==> config.mk <==
export PLATFORM = sky130hd
export DESIGN_NAME = approx_error_monitor
export DESIGN_NICKNAME = d
export VERILOG_FILES = /design/src/rtl/approx_pkg.sv /design/src/rtl/error_distance.sv /design/src/rtl/approx_error_monitor.sv
export SDC_FILE = /design/constraint.sdc
export NUM_CORES = 1
export LEC_CHECK = 0
export BUFFER_PORTS_ARGS = -buffer_cell sky130_fd_sc_hd__buf_4
export CAP_MARGIN = 20
export CORE_ASPECT_RATIO = 0.8
export CORE_MARGIN = 1
export CORE_UTILIZATION = 60
export CTS_CLUSTER_DIAMETER = 100
export DETAILED_ROUTE_END_ITERATION = 7
export PLACE_DENSITY_LB_ADDON = 0.25
export SLEW_MARGIN = 20
export SYNTH_ARGS = -nofsm -noshare
export SYNTH_HDL_FRONTEND = slang
export SYNTH_SLANG_ARGS = --single-unit
==> constraint.sdc <==
create_clock -name clk -period 10.9 [get_ports clk]
set_input_delay 1.09 -clock clk [delete_from_list [all_inputs] [get_ports clk]]
set_output_delay 1.09 -clock clk [all_outputs]
set_load 0.02 [all_outputs]
==> src/rtl/approx_pkg.sv <==
// Shared definitions for the approximate-adder evaluation stages: default
// widths and the monitor FSM state encoding.
package approx_pkg;

  localparam int WIDTH_DEF = 32;
  localparam int CNT_W_DEF = 16;

  typedef enum logic [1:0] {
    ST_IDLE  = 2'd0,
    ST_RUN   = 2'd1,
    ST_DRAIN = 2'd2,
    ST_DONE  = 2'd3
  } mon_state_e;

endpackage

==> src/rtl/error_distance.sv <==
// Combinational error distance between the exact unsigned sum a+b and the
// approximate adder result; either side may be larger.
module error_distance
  import approx_pkg::*;
#(
  parameter int WIDTH = WIDTH_DEF
) (
  input  logic [WIDTH-1:0] a,
  input  logic [WIDTH-1:0] b,
  input  logic [WIDTH:0]   approx_sum,
  output logic [WIDTH:0]   ed
);

  logic [WIDTH:0] exact;

  assign exact = {1'b0, a} + {1'b0, b};
  assign ed    = (exact >= approx_sum) ? (exact - approx_sum) : (approx_sum - exact);

endmodule

==> src/rtl/approx_error_monitor.sv <==
// Measures error statistics of an approximate adder over a window of n
// accepted samples: error count, maximum and sum of error distances.
module approx_error_monitor
  import approx_pkg::*;
#(
  parameter int WIDTH = WIDTH_DEF,
  parameter int CNT_W = CNT_W_DEF
) (
  input  logic                     clk,
  input  logic                     rst,
  input  logic                     start,
  input  logic [CNT_W-1:0]         n,
  input  logic                     in_valid,
  output logic                     in_ready,
  input  logic [WIDTH-1:0]         a,
  input  logic [WIDTH-1:0]         b,
  input  logic [WIDTH:0]           approx_sum,
  output logic                     busy,
  output logic                     done,
  output logic [CNT_W-1:0]         err_count,
  output logic [WIDTH:0]           max_ed,
  output logic [WIDTH+CNT_W:0]     sum_ed
);

  localparam logic [CNT_W-1:0] CNT_ONE = {{(CNT_W-1){1'b0}}, 1'b1};

  mon_state_e           state_q;
  logic [CNT_W-1:0]     n_q;
  logic [CNT_W-1:0]     cnt_q;
  logic                 drain_q;
  logic                 ready_q;
  logic                 busy_q;
  logic                 done_q;

  logic                 s1_vld_q;
  logic [WIDTH:0]       s1_ed_q;
  logic                 s1_flag_q;

  logic [CNT_W-1:0]     err_q;
  logic [WIDTH:0]       max_q;
  logic [WIDTH+CNT_W:0] sum_q;

  logic [WIDTH:0]       ed_d;
  logic                 accept;
  logic                 last_accept;

  error_distance #(.WIDTH(WIDTH)) u_ed (
    .a          (a),
    .b          (b),
    .approx_sum (approx_sum),
    .ed         (ed_d)
  );

  assign accept      = in_valid & ready_q;
  assign last_accept = accept & (cnt_q == (n_q - CNT_ONE));

  always_ff @(posedge clk or posedge rst) begin
    if (rst) begin
      state_q   <= ST_IDLE;
      n_q       <= '0;
      cnt_q     <= '0;
      drain_q   <= 1'b0;
      ready_q   <= 1'b0;
      busy_q    <= 1'b0;
      done_q    <= 1'b0;
      s1_vld_q  <= 1'b0;
      s1_ed_q   <= '0;
      s1_flag_q <= 1'b0;
      err_q     <= '0;
      max_q     <= '0;
      sum_q     <= '0;
    end else begin
      // Stage 1: capture the distance of the accepted sample.
      s1_vld_q <= accept;
      if (accept) begin
        s1_ed_q   <= ed_d;
        s1_flag_q <= |ed_d;
      end

      // Stage 2: fold the registered distance into the window results.
      if (s1_vld_q) begin
        sum_q <= sum_q + {{CNT_W{1'b0}}, s1_ed_q};
        err_q <= err_q + {{(CNT_W-1){1'b0}}, s1_flag_q};
        if (s1_ed_q > max_q) max_q <= s1_ed_q;
      end

      unique case (state_q)
        ST_IDLE, ST_DONE: begin
          if (start) begin
            err_q   <= '0;
            max_q   <= '0;
            sum_q   <= '0;
            cnt_q   <= '0;
            n_q     <= n;
            drain_q <= 1'b0;
            if (n != '0) begin
              state_q <= ST_RUN;
              ready_q <= 1'b1;
              busy_q  <= 1'b1;
              done_q  <= 1'b0;
            end else begin
              state_q <= ST_DONE;
              ready_q <= 1'b0;
              busy_q  <= 1'b0;
              done_q  <= 1'b1;
            end
          end
        end
        ST_RUN: begin
          if (accept) cnt_q <= cnt_q + CNT_ONE;
          if (last_accept) begin
            state_q <= ST_DRAIN;
            ready_q <= 1'b0;
            drain_q <= 1'b0;
          end
        end
        ST_DRAIN: begin
          // Two cycles: stage 2 retires the last sample in the first one.
          if (drain_q) begin
            state_q <= ST_DONE;
            busy_q  <= 1'b0;
            done_q  <= 1'b1;
            drain_q <= 1'b0;
          end else begin
            drain_q <= 1'b1;
          end
        end
        default: state_q <= ST_IDLE;
      endcase
    end
  end

  assign in_ready  = ready_q;
  assign busy      = busy_q;
  assign done      = done_q;
  assign err_count = err_q;
  assign max_ed    = max_q;
  assign sum_ed    = sum_q;

endmodule

==> reports/results.tsv, run 1 <==
stage	metric	value	unit
status	outcome	finished clean	
sta	drv_slew	0	
grt	grt_pass1_vias	14250	
grt	grt_pass1_wl	73.26	mm
cts	clk_latency	0.45	ns
cts	cts_made_buffers	17	
sta	max_freq	122.6	MHz
cells_and_area	diodes	0	
cells_and_area	layout-drive-gt1-share	14.46	%
sta	whs	0.5089	ns
yosys	synth_xor_area_share	6.910	%
die	fp.dieW	182.2	um
flow_run	maxCapViolCount	0	
yosys	syn-instance-count	1881	
sta	tightest_slew	1.013	ns
yosys	ys_top_cells_by_area	dfrtp_1 27%, ha_1 14%, mux2i_1 4.6%, nand2_1 4.4%, a21oi_1 4.2%	
critical_path	critPathKind	in -> reg	
sta	skew	0.01248	ns
place	place.gp.congestion	0.9208	
sta	finalCritPeriodShare	74.82	%
yosys	synth_fp_nets	2172	
die	die_area	26640	um^2
die	rows	52	
yosys	synthSimpleGateAreaFrac	20.67	%
die	pin_count	218	
grt	grt_use_total	33.86	%
cts	clockRootBuffer	clkbuf_16	
cells_and_area	syn_to_final_growth	15.23	%
sta	finalSetupViolations	0	
cts	clock_path_buffers	2	
sta	grt_setup_unrepaired	false	
critical_path	worstPathArrival	8.49	ns
cts	cts_resized	0	
yosys	synth_seq_area_share	27.45	%
yosys	synth_fa_ha_area_share	14.16	%
place	hpwl	34.44	mm
yosys	async_flop_share	100.0	%
die	die_y	146.2	um
sta	period_needed	8.156	ns
route	wl	44.81	mm
yosys	yosys_warnings	0	
yosys	syn_area_per_cell	8.288	um^2
place	place_inst	2360	
yosys	yosys.area.top_type	dfrtp_1	
sta	max-slew-margin-rel	32.32	%
route	vias_per_cell	6.227	
cells_and_area	final_nets	2346	
cells_and_area	final_cell_area	17960	um^2
route	num_vias	14900	
cts	cts_htree_levels	4	
yosys	ys_ff_latch	171	
yosys	synth_common_cells	182 x nand2_1, 171 x dfrtp_1, 170 x ha_1, 162 x nor2_1, 135 x inv_1	
grt	grt_max_degree	95	
grt	grt-ovfl-total	0	
critical_path	crit_path_start_kind	primary input	
yosys	synthFlopType	dfrtp_1	
yosys	synth_mux_area_share	5.128	%
die	start_util	61.44	%
critical_path	crit_fanout	15	
place	placed_area	17400	um^2
yosys	synth_top_family_by_area	simple AND/OR/NAND/NOR gates	
cts	cts_setup_buffers	0	
critical_path	end_kind	register	
route	dr.pass1.iters	6	
sta	hold_viol_final	0	
cts	path_clk_slew	0.07	ns
power_and_ir_drop	ir_drop	0.1152	mV
power_and_ir_drop	powerDensity	111.8	nW/um^2
route	wl_per_cell	18.73	um
sta	setup_tns	0	ns
yosys	ys_types	83	
cts	clock_sinks	171	
grt	antenna_found_initial	0	
route	first_iter_violations	1190	
yosys	synth_edf_count	0	
yosys	synth_most_common_cell	nand2_1	
route	drc	0	
yosys	synth_top_area_share	27.45	%
cells_and_area	post-route-util	70.80	%
route	ant_nets	0	
critical_path	cp.required	11.23	ns
place	io_buffers	217	
cells_and_area	fin_cells	2392	
yosys	synth-compound-area-share	20.51	%
cts	cts_tree	yes	
cts	ctsHoldBuffers	0	
worst_hold_path	hp-class	reg -> reg	
yosys	syn_area	15590	um^2
die	core_area	25370	um^2
power_and_ir_drop	leakagePower	9.117	nW
==> where the power goes <==
group          switching [mW]  internal [mW]
Combinational           0.486          0.296
Sequential                  0          0.634
Clock                   0.291          0.302
==> per-layer routing <==
layer  part of all wire [%]  track usage, %  vias to the layer above  routed length (um)
met4                    1.3           7.185                        0                 596
li1                       -               -                     7106                   -
met1                     47           50.06                     7181               21110
met5                      0               0                        -                   0
met3                    7.1           4.839                       55                3195
met2                     44           52.47                      554               19910
==> logic make-up (layout without fill, tap and decap cells) <==
group,Yosys count,count (layout)
simple gates,643,643
xor+xnor,123,123
buf+inv,205,392
fa+ha+maj,174,174
compound gates,486,486
mux,79,79
flops,171,171
==> worst max-delay path: stages <==
cell	delay, ns
buf_4	0.08
ha_1	0.15
inv_1	0.05
fa_1	0.40
nor2b_1	0.11
o21ai_0	0.10
a21boi_0	0.27
o21ai_0	0.17
a211oi_1	0.51
o21ai_0	0.36
a21oi_1	0.32
o21bai_1	0.16
o21bai_1	0.21
a21o_1	0.15
a21oi_1	0.10
xnor2_1	0.15
ha_1	0.46
a211oi_1	0.40
nor3_1	0.10
o31ai_1	0.32
and3_1	0.53
nand2_1	0.53
and3_1	0.37
or4_4	0.49
a2111oi_2	0.40
and4b_1	0.26
nand4_1	0.09
o21a_1	0.13
==> flip-flops by register name, indices dropped and copies added, names as in the netlist, 2 cells and up <==
signal	count
s1_ed_q	33
cnt_q	16
max_ed	33
sum_ed	49
n_q	16
err_count	16
state_q	2
==> stage by stage <==
step	worst slack, ns	power (mW)
2_1_floorplan	4.330	1.203
3_3_place_gp	2.569	1.407
3_5_place_dp	2.437	1.407
4_1_cts	2.837	1.995
5_1_grt	2.159	2.110
6_report	2.744	2.009
==> cell type report <==
type	instances	area, um^2
Clock inverter	14	126.4
Multi-Input combinational cell	1505	10520
Fill cell	2013	7410
Clock buffer	18	429.2
Tap cell	324	405.4
Inverter	136	518.0
Timing Repair Buffer	224	1682
Sequential cell	171	4280
==> cell usage in the layout, fill, tap and decap left out, types with 11 or more instances in the layout <==
| cell | count |
|---|---|
| nor3_1 | 29 |
| and2_1 | 11 |
| buf_4 | 224 |
| a21oi_1 | 132 |
| nand4_1 | 37 |
| ha_1 | 170 |
| nor4b_1 | 11 |
| and3_1 | 24 |
| xnor2_1 | 71 |
| nand3_1 | 41 |
| nor4_1 | 15 |
| nand2b_1 | 21 |
| dfrtp_1 | 170 |
| mux2i_1 | 72 |
| nand2_1 | 182 |
| or3_1 | 32 |
| o21a_1 | 12 |
| o21ai_0 | 104 |
| xor2_1 | 52 |
| a21o_1 | 76 |
| nor2b_1 | 19 |
| a31oi_1 | 18 |
| nor2_1 | 162 |
| inv_1 | 134 |
| clkbuf_16 | 17 |
| o211ai_1 | 12 |
| o21bai_1 | 19 |
| a211oi_1 | 18 |
==> worst paths after layout <==
| kind | start | to | slack (ns) | cells past startpoint |
|---|---|---|---|---|
| worst min-delay path | n_q[15] | n_q[15] | 0.51 | 2 |
| worst min register to register | n_q[15] | n_q[15] | 0.51 | 2 |
| max in group asynchronous | rst | s1_vld_q | 8.56 | 3 |
| worst max-delay path | a[0] | s1_flag_q | 2.74 | 28 |
| min in group asynchronous | rst | sum_ed[5] | 0.80 | 2 |
| worst max register to register | s1_ed_q[1] | sum_ed[43] | 6.71 | 12 |
(Power assumes the default switching activity.)
==> run 2, diff against run 1 <==
==> constraint.sdc (replaced) <==
create_clock -name clk -period 7.6 [get_ports clk]
set_input_delay 0.76 -clock clk [delete_from_list [all_inputs] [get_ports clk]]
set_output_delay 0.76 -clock clk [all_outputs]
set_load 0.02 [all_outputs]
==> reports/results.tsv, run 2 (synthesis gave the netlist of run 1 again) <==
stage	metric	value	unit	change
cts	clockRootBuffer	clkbuf_16		
sta	finalCritPeriodShare	90.49	%	
sta	hold_viol_final	0		unchanged
critical_path	worstReg2RegEnd	sum_ed[48]		
cts	clk_latency	0.44	ns	about the same
route	vias_per_cell	6.197		-0.49%
cts	path_clk_slew	0.08	ns	about the same
critical_path	cp.required	7.94	ns	-3.29 ns
route	wl_met2	19.69	mm	-1.1%
sta	finalSetupViolations	0		unchanged
sta	max-slew-margin-rel	35.18	%	+2.9 points
cts	cts_setup_buffers	0		unchanged
cells_and_area	mostFrequentLayoutCells	239 x buf_4, 182 x nand2_1, 170 x ha_1, 170 x dfrtp_1, 162 x nor2_1		
route	drc	0		unchanged
route	wl_per_cell	18.59	um	-0.77%
grt	antenna_found_initial	1		+1
cts	cts_tree	yes		
grt	grt_pass1_vias	14140		-0.79%
power_and_ir_drop	ir_drop	0.1526	mV	+32%
die	core_area	25370	um^2	unchanged
critical_path	crit_slowest_cell	o21ai_0		
grt	grt-ovfl-total	0		unchanged
cts	ctsHoldBuffers	0		unchanged
die	die_y	146.2	um	unchanged
sta	setup_tns	0	ns	unchanged
critical_path	rr_worst_depth	14		+2
cells_and_area	final_common_cell	buf_4		
cts	clock_path_buffers	2		unchanged
sta	drv_slew	0		unchanged
critical_path	slowest_delay	0.43	ns	-0.10 ns
power_and_ir_drop	leakagePower	9.237	nW	+1.3%
power_and_ir_drop	powerDensity	164.9	nW/um^2	+47%
critical_path	crit_fanout	15		unchanged
sta	period_needed	6.877	ns	
route	ant_nets	0		unchanged
critical_path	worstPathArrival	7.22	ns	-1.27 ns
critical_path	rr_startpoint	s1_ed_q[0]		
flow_run	maxCapViolCount	0		unchanged
status	outcome	finished clean		
route	wl_met1	20.83	mm	-1.3%
worst_hold_path	hp-class	in -> async		
place	pre_cts_ws	0.4012	ns	-2.036 ns
sta	skew	0.01333	ns	+0.0008563 ns
sta	setup_ws	0.7226	ns	-2.022 ns
grt	grt_pass1_wl	72.76	mm	-0.69%
cts	clock_sinks	171		unchanged
critical_path	end_kind	register		
die	rows	52		unchanged
route	first_iter_violations	1180		-0.84%
grt	grt_use_total	33.84	%	about the same
sta	max_freq	145.4	MHz	
critical_path	ff2ff_setup_slack	3.49	ns	-3.22 ns
grt	grt_max_degree	94		-1.1%
route	num_vias	14930		+0.22%
cells_and_area	syn_to_final_growth	16.51	%	
critical_path	critPathKind	in -> reg		
place	hpwl	34.71	mm	+0.78%
place	place.gp.congestion	0.9728		+5.6%
cts	cts_htree_levels	4		unchanged
sta	grt_setup_unrepaired	false		
die	die_area	26640	um^2	unchanged
cells_and_area	layout-drive-gt1-share	15.20	%	+0.75 points
die	start_util	61.44	%	unchanged
cells_and_area	largest_register_ffs	49		unchanged
cells_and_area	final_nets	2363		+0.72%
critical_path	crit_top_cell	o21ai_0		
cts	cts_made_buffers	17		unchanged
route	dr.pass1.iters	5		-1
cells_and_area	diodes	0		unchanged
die	pin_count	218		unchanged
route	wl	44.79	mm	about the same
critical_path	crit_path_start_kind	primary input		
place	io_buffers	217		unchanged
die	fp.dieW	182.2	um	unchanged
cts	cts_resized	0		unchanged
sta	tightest_slew	0.9699	ns	-0.04280 ns
route	highest_layer	met4		
route	wl_met3	3.438	mm	+7.6%
-- run 2: changes by cell type in the layout (fill, tap and decap cells not counted), sizes merged --
| cell | before | now |
|---|---|---|
| buf | 224 | 241 |
| bufinv | 0 | 1 |
| clkinv | 2 | 5 |
| clkinvlp | 2 | 0 |
| inv | 146 | 144 |
-- run 2: through the flow --
step	area [um^2]	total power, mW	hold slack [ns]	utilization, %	cells
6_report	18160	2.994	0.4669	71.58	2409
4_1_cts	18150	2.976	0.5080	71.54	2409
5_1_grt	18160	3.138	0.5313	71.58	2409
3_5_place_dp	17540	2.066	0.4899	69.14	2377
3_3_place_gp	17540	2.064	0.4851	69.14	2377
2_1_floorplan	15590	1.726	0.4652	-	1881
-- run 2: worst max-delay path: cells and delay by family --
| kind | cells | cell delay [ns] |
|---|---|---|
| AOI/OAI and AO/OA | 14 | 3.47 |
| and+or+nand+nor | 6 | 1.02 |
| adders and majority gates | 3 | 0.70 |
| buffers and inverters | 5 | 0.62 |
| muxes | 1 | 0.38 |
| xor gates and xnor gates | 2 | 0.28 |
-- run 2: layer usage --
metal,GRT usage (%),vias to the layer above
met5,0,-
met4,8.277,0
met3,5.787,62
met2,51.90,551
met1,49.46,7196
li1,-,7120
-- run 2: cell type report --
class	instances	area (um^2)
Multi-Input combinational cell	1505	10520
Fill cell	2008	7211
Sequential cell	171	4280
Timing Repair Buffer	241	1826
Inverter	136	518.0
Clock buffer	18	439.2
Tap cell	324	405.4
Clock inverter	14	171.4
-- run 2: how the worst max path moves through the flow --
| stage | from | endpoint | slack, ns | cells after the start |
|---|---|---|---|---|
| CTS | a[0] | s1_flag_q | 0.84 | 31 |
| floorplan | a[0] | s1_flag_q | 1.36 | 29 |
| detailed placement | a[0] | s1_flag_q | 0.40 | 31 |
| global placement | a[0] | s1_flag_q | 0.59 | 29 |
| finish | a[0] | s1_flag_q | 0.72 | 31 |
| global route | a[0] | s1_flag_q | 0.27 | 30 |
-- run 2: where the power goes --
part           switching, mW  internal (mW)
sequential                 0          0.909
combinational          0.720          0.452
clock                  0.431          0.482
==> run 3, diff against run 2 <==
--- a/config.mk
+++ b/config.mk
@@ -9,10 +9,11 @@
 export CAP_MARGIN = 20
 export CORE_ASPECT_RATIO = 0.8
 export CORE_MARGIN = 1
-export CORE_UTILIZATION = 60
+export CORE_UTILIZATION = 55
 export CTS_CLUSTER_DIAMETER = 100
 export DETAILED_ROUTE_END_ITERATION = 7
 export PLACE_DENSITY_LB_ADDON = 0.25
+export REMOVE_ABC_BUFFERS = 1
 export SLEW_MARGIN = 20
 export SYNTH_ARGS = -nofsm -noshare
 export SYNTH_HDL_FRONTEND = slang
==> reports/results.tsv, run 3 (synthesis gave the netlist of run 1 again) <==
stage	metric	value	unit	change
status	outcome	finished clean		
sta	grt_setup_unrepaired	false		
worst_hold_path	hp-class	reg -> reg		
cts	clk_latency	0.43	ns	about the same
power_and_ir_drop	swShare	36.32	%	-2.1 points
grt	antenna_found_initial	0		-1
critical_path	ff2ff_setup_slack	3.43	ns	-0.06 ns
cts	clockRootBuffer	clkbuf_16		
worst_hold_path	hold-path-cell-count	2		
cells_and_area	final_nets	2357		-0.25%
worst_hold_path	hold_end	n_q[15]		
cts	cts_tree	yes		
cells_and_area	largest_register_ffs	49		unchanged
power_and_ir_drop	pwr-share-clk	31.9	%	+1.4 points
die	start_util	56.55	%	-4.9 points
critical_path	crit_path_start_kind	primary input		
power_and_ir_drop	leakagePower	9.217	nW	-0.22%
grt	grt_use_total	29.58	%	-4.3 points
route	wl	43.12	mm	-3.7%
sta	finalSetupViolations	0		unchanged
die	die_area	29030	um^2	+9.0%
sta	skew	0.01214	ns	-0.001190 ns
die	die_y	152.6	um	+4.4%
route	dr.pass1.iters	6		+1
critical_path	crit_slowest_cell	ha_1		
worst_hold_path	hold_path.startpoint	n_q[15]		
cts	cts_setup_buffers	0		unchanged
route	wl_per_cell	17.65	um	-5.1%
route	vias_per_cell	5.976		-3.6%
power_and_ir_drop	power	3.014	mW	+0.64%
cells_and_area	final_common_cell	buf_4		
cells_and_area	layout-drive-gt1-share	14.96	%	-0.24 points
critical_path	critPathKind	in -> reg		
power_and_ir_drop	pwr-share-seq	30.2	%	-0.2 points
place	io_buffers	217		unchanged
cts	cts_htree_levels	4		unchanged
critical_path	slowest_delay	0.45	ns	+0.02 ns
sta	finalCritPeriodShare	88.33	%	-2.2 points
critical_path	worstPathArrival	7.03	ns	-0.19 ns
die	pin_count	218		unchanged
grt	grt_max_degree	101		+7.4%
place	pre_cts_ws	0.5692	ns	+0.1680 ns
sta	setup_ws	0.8866	ns	+0.1640 ns
critical_path	crit_top_cell	o21ai_0		
route	num_vias	14600		-2.2%
critical_path	cp.required	7.92	ns	-0.02 ns
place	hpwl	33.53	mm	-3.4%
grt	grt_pass1_vias	13980		-1.1%
route	drc	0		unchanged
route	ant_nets	0		unchanged
cells_and_area	diodes	0		unchanged
critical_path	crit_fanout	26		+11
cells_and_area	nFillCells	2318		+15%
grt	grt-ovfl-total	0		unchanged
cts	path_clk_slew	0.07	ns	about the same
critical_path	rr_startpoint	s1_ed_q[0]		
power_and_ir_drop	pwr-share-comb	37.9	%	-1.2 points
cts	ctsHoldBuffers	0		unchanged
die	rows	54		+3.8%
grt	grt_pass1_wl	70.24	mm	-3.5%
flow_run	maxCapViolCount	0		unchanged
cts	clock_path_buffers	2		unchanged
cts	cts_made_buffers	17		unchanged
sta	setup_tns	0	ns	unchanged
cells_and_area	syn_to_final_growth	16.75	%	
critical_path	end_kind	register		
cts	cts_resized	0		unchanged
cts	clock_sinks	171		unchanged
power_and_ir_drop	p_int	1.919	mW	+4.1%
critical_path	rr_worst_depth	14		unchanged
die	core_area	27570	um^2	+8.6%
sta	period_needed	6.713	ns	-0.1640 ns
route	first_iter_violations	1115		-5.5%
sta	max_freq	149.0	MHz	+2.4%
critical_path	worstReg2RegEnd	sum_ed[48]		
power_and_ir_drop	ir_drop	0.1156	mV	-24%
sta	max-slew-margin-rel	37.10	%	+1.9 points
sta	drv_slew	0		unchanged
sta	tightest_slew	0.9411	ns	-0.02876 ns
power_and_ir_drop	powerDensity	165.6	nW/um^2	+0.44%
place	place.gp.congestion	0.9654		-0.76%
die	fp.dieW	190.2	um	+4.4%
sta	hold_viol_final	0		unchanged
cells_and_area	mostFrequentLayoutCells	234 x buf_4, 182 x nand2_1, 170 x ha_1, 170 x dfrtp_1, 162 x nor2_1		
power_and_ir_drop	p_sw	1.095	mW	-4.9%
## run 3: layout make-up
type | count | area, um^2 | area share (%)
clock buffers | 18 | 439.2 | 2.413
repair buffers | 235 | 1777 | 9.761
inverters | 136 | 518.0 | 2.846
well taps | 364 | 455.4 | 2.502
multi-input cells | 1505 | 10520 | 57.82
flip-flops and latches | 171 | 4280 | 23.52
clock inverters | 14 | 207.7 | 1.141
## run 3: routing by layer
metal  GRT usage, %  wire (um)  vias up
met1          41.30      19960     6931
li1               -          -     7114
met3          2.787       2432       65
met4          9.295       1043        0
met5              0          0        -
met2          48.18      19680      490
## run 3: critical path, delay by kind of cell
kind	cells	cell delay (ns)
adders and majority gates	3	1.00
buffers and inverters	4	0.39
and+or+nand+nor	9	2.05
xor gates and xnor gates	1	0.14
AOI/OAI and AO/OA	13	2.69
## run 3: power by group through the flow
stage / sequential, mW / combinational [mW] / clock (mW)
after detailed placement: 0.927 / 1.12 / 0
final: 0.910 / 1.14 / 0.961
after floorplan: 0.927 / 0.782 / 0
after global routing: 0.909 / 1.25 / 1.00
after global placement: 0.927 / 1.12 / 0
after CTS: 0.910 / 1.13 / 0.974
## run 3: per-stage QoR
stage / hold WS, ns / util (%) / instance area [um^2] / cells
3_5_place_dp: 0.5012 / 63.66 / 17550 / 2411
4_1_cts: 0.5164 / 66.00 / 18200 / 2443
6_report: 0.5158 / 66.03 / 18200 / 2443
5_1_grt: 0.5274 / 66.03 / 18200 / 2443
2_1_floorplan: 0.4652 / - / 15300 / 1812
3_3_place_gp: 0.4814 / 63.66 / 17550 / 2411
## run 3: worst max-delay path by stage
stage	from	end	slack [ns]	cells after the start
2_1_floorplan	a[0]	s1_flag_q	1.07	27
3_3_place_gp	a[0]	s1_flag_q	0.71	30
3_5_place_dp	a[0]	s1_flag_q	0.57	30
4_1_cts	a[0]	s1_flag_q	1.0	30
5_1_grt	a[0]	s1_flag_q	0.35	30
6_report	a[0]	s1_flag_q	0.89	30
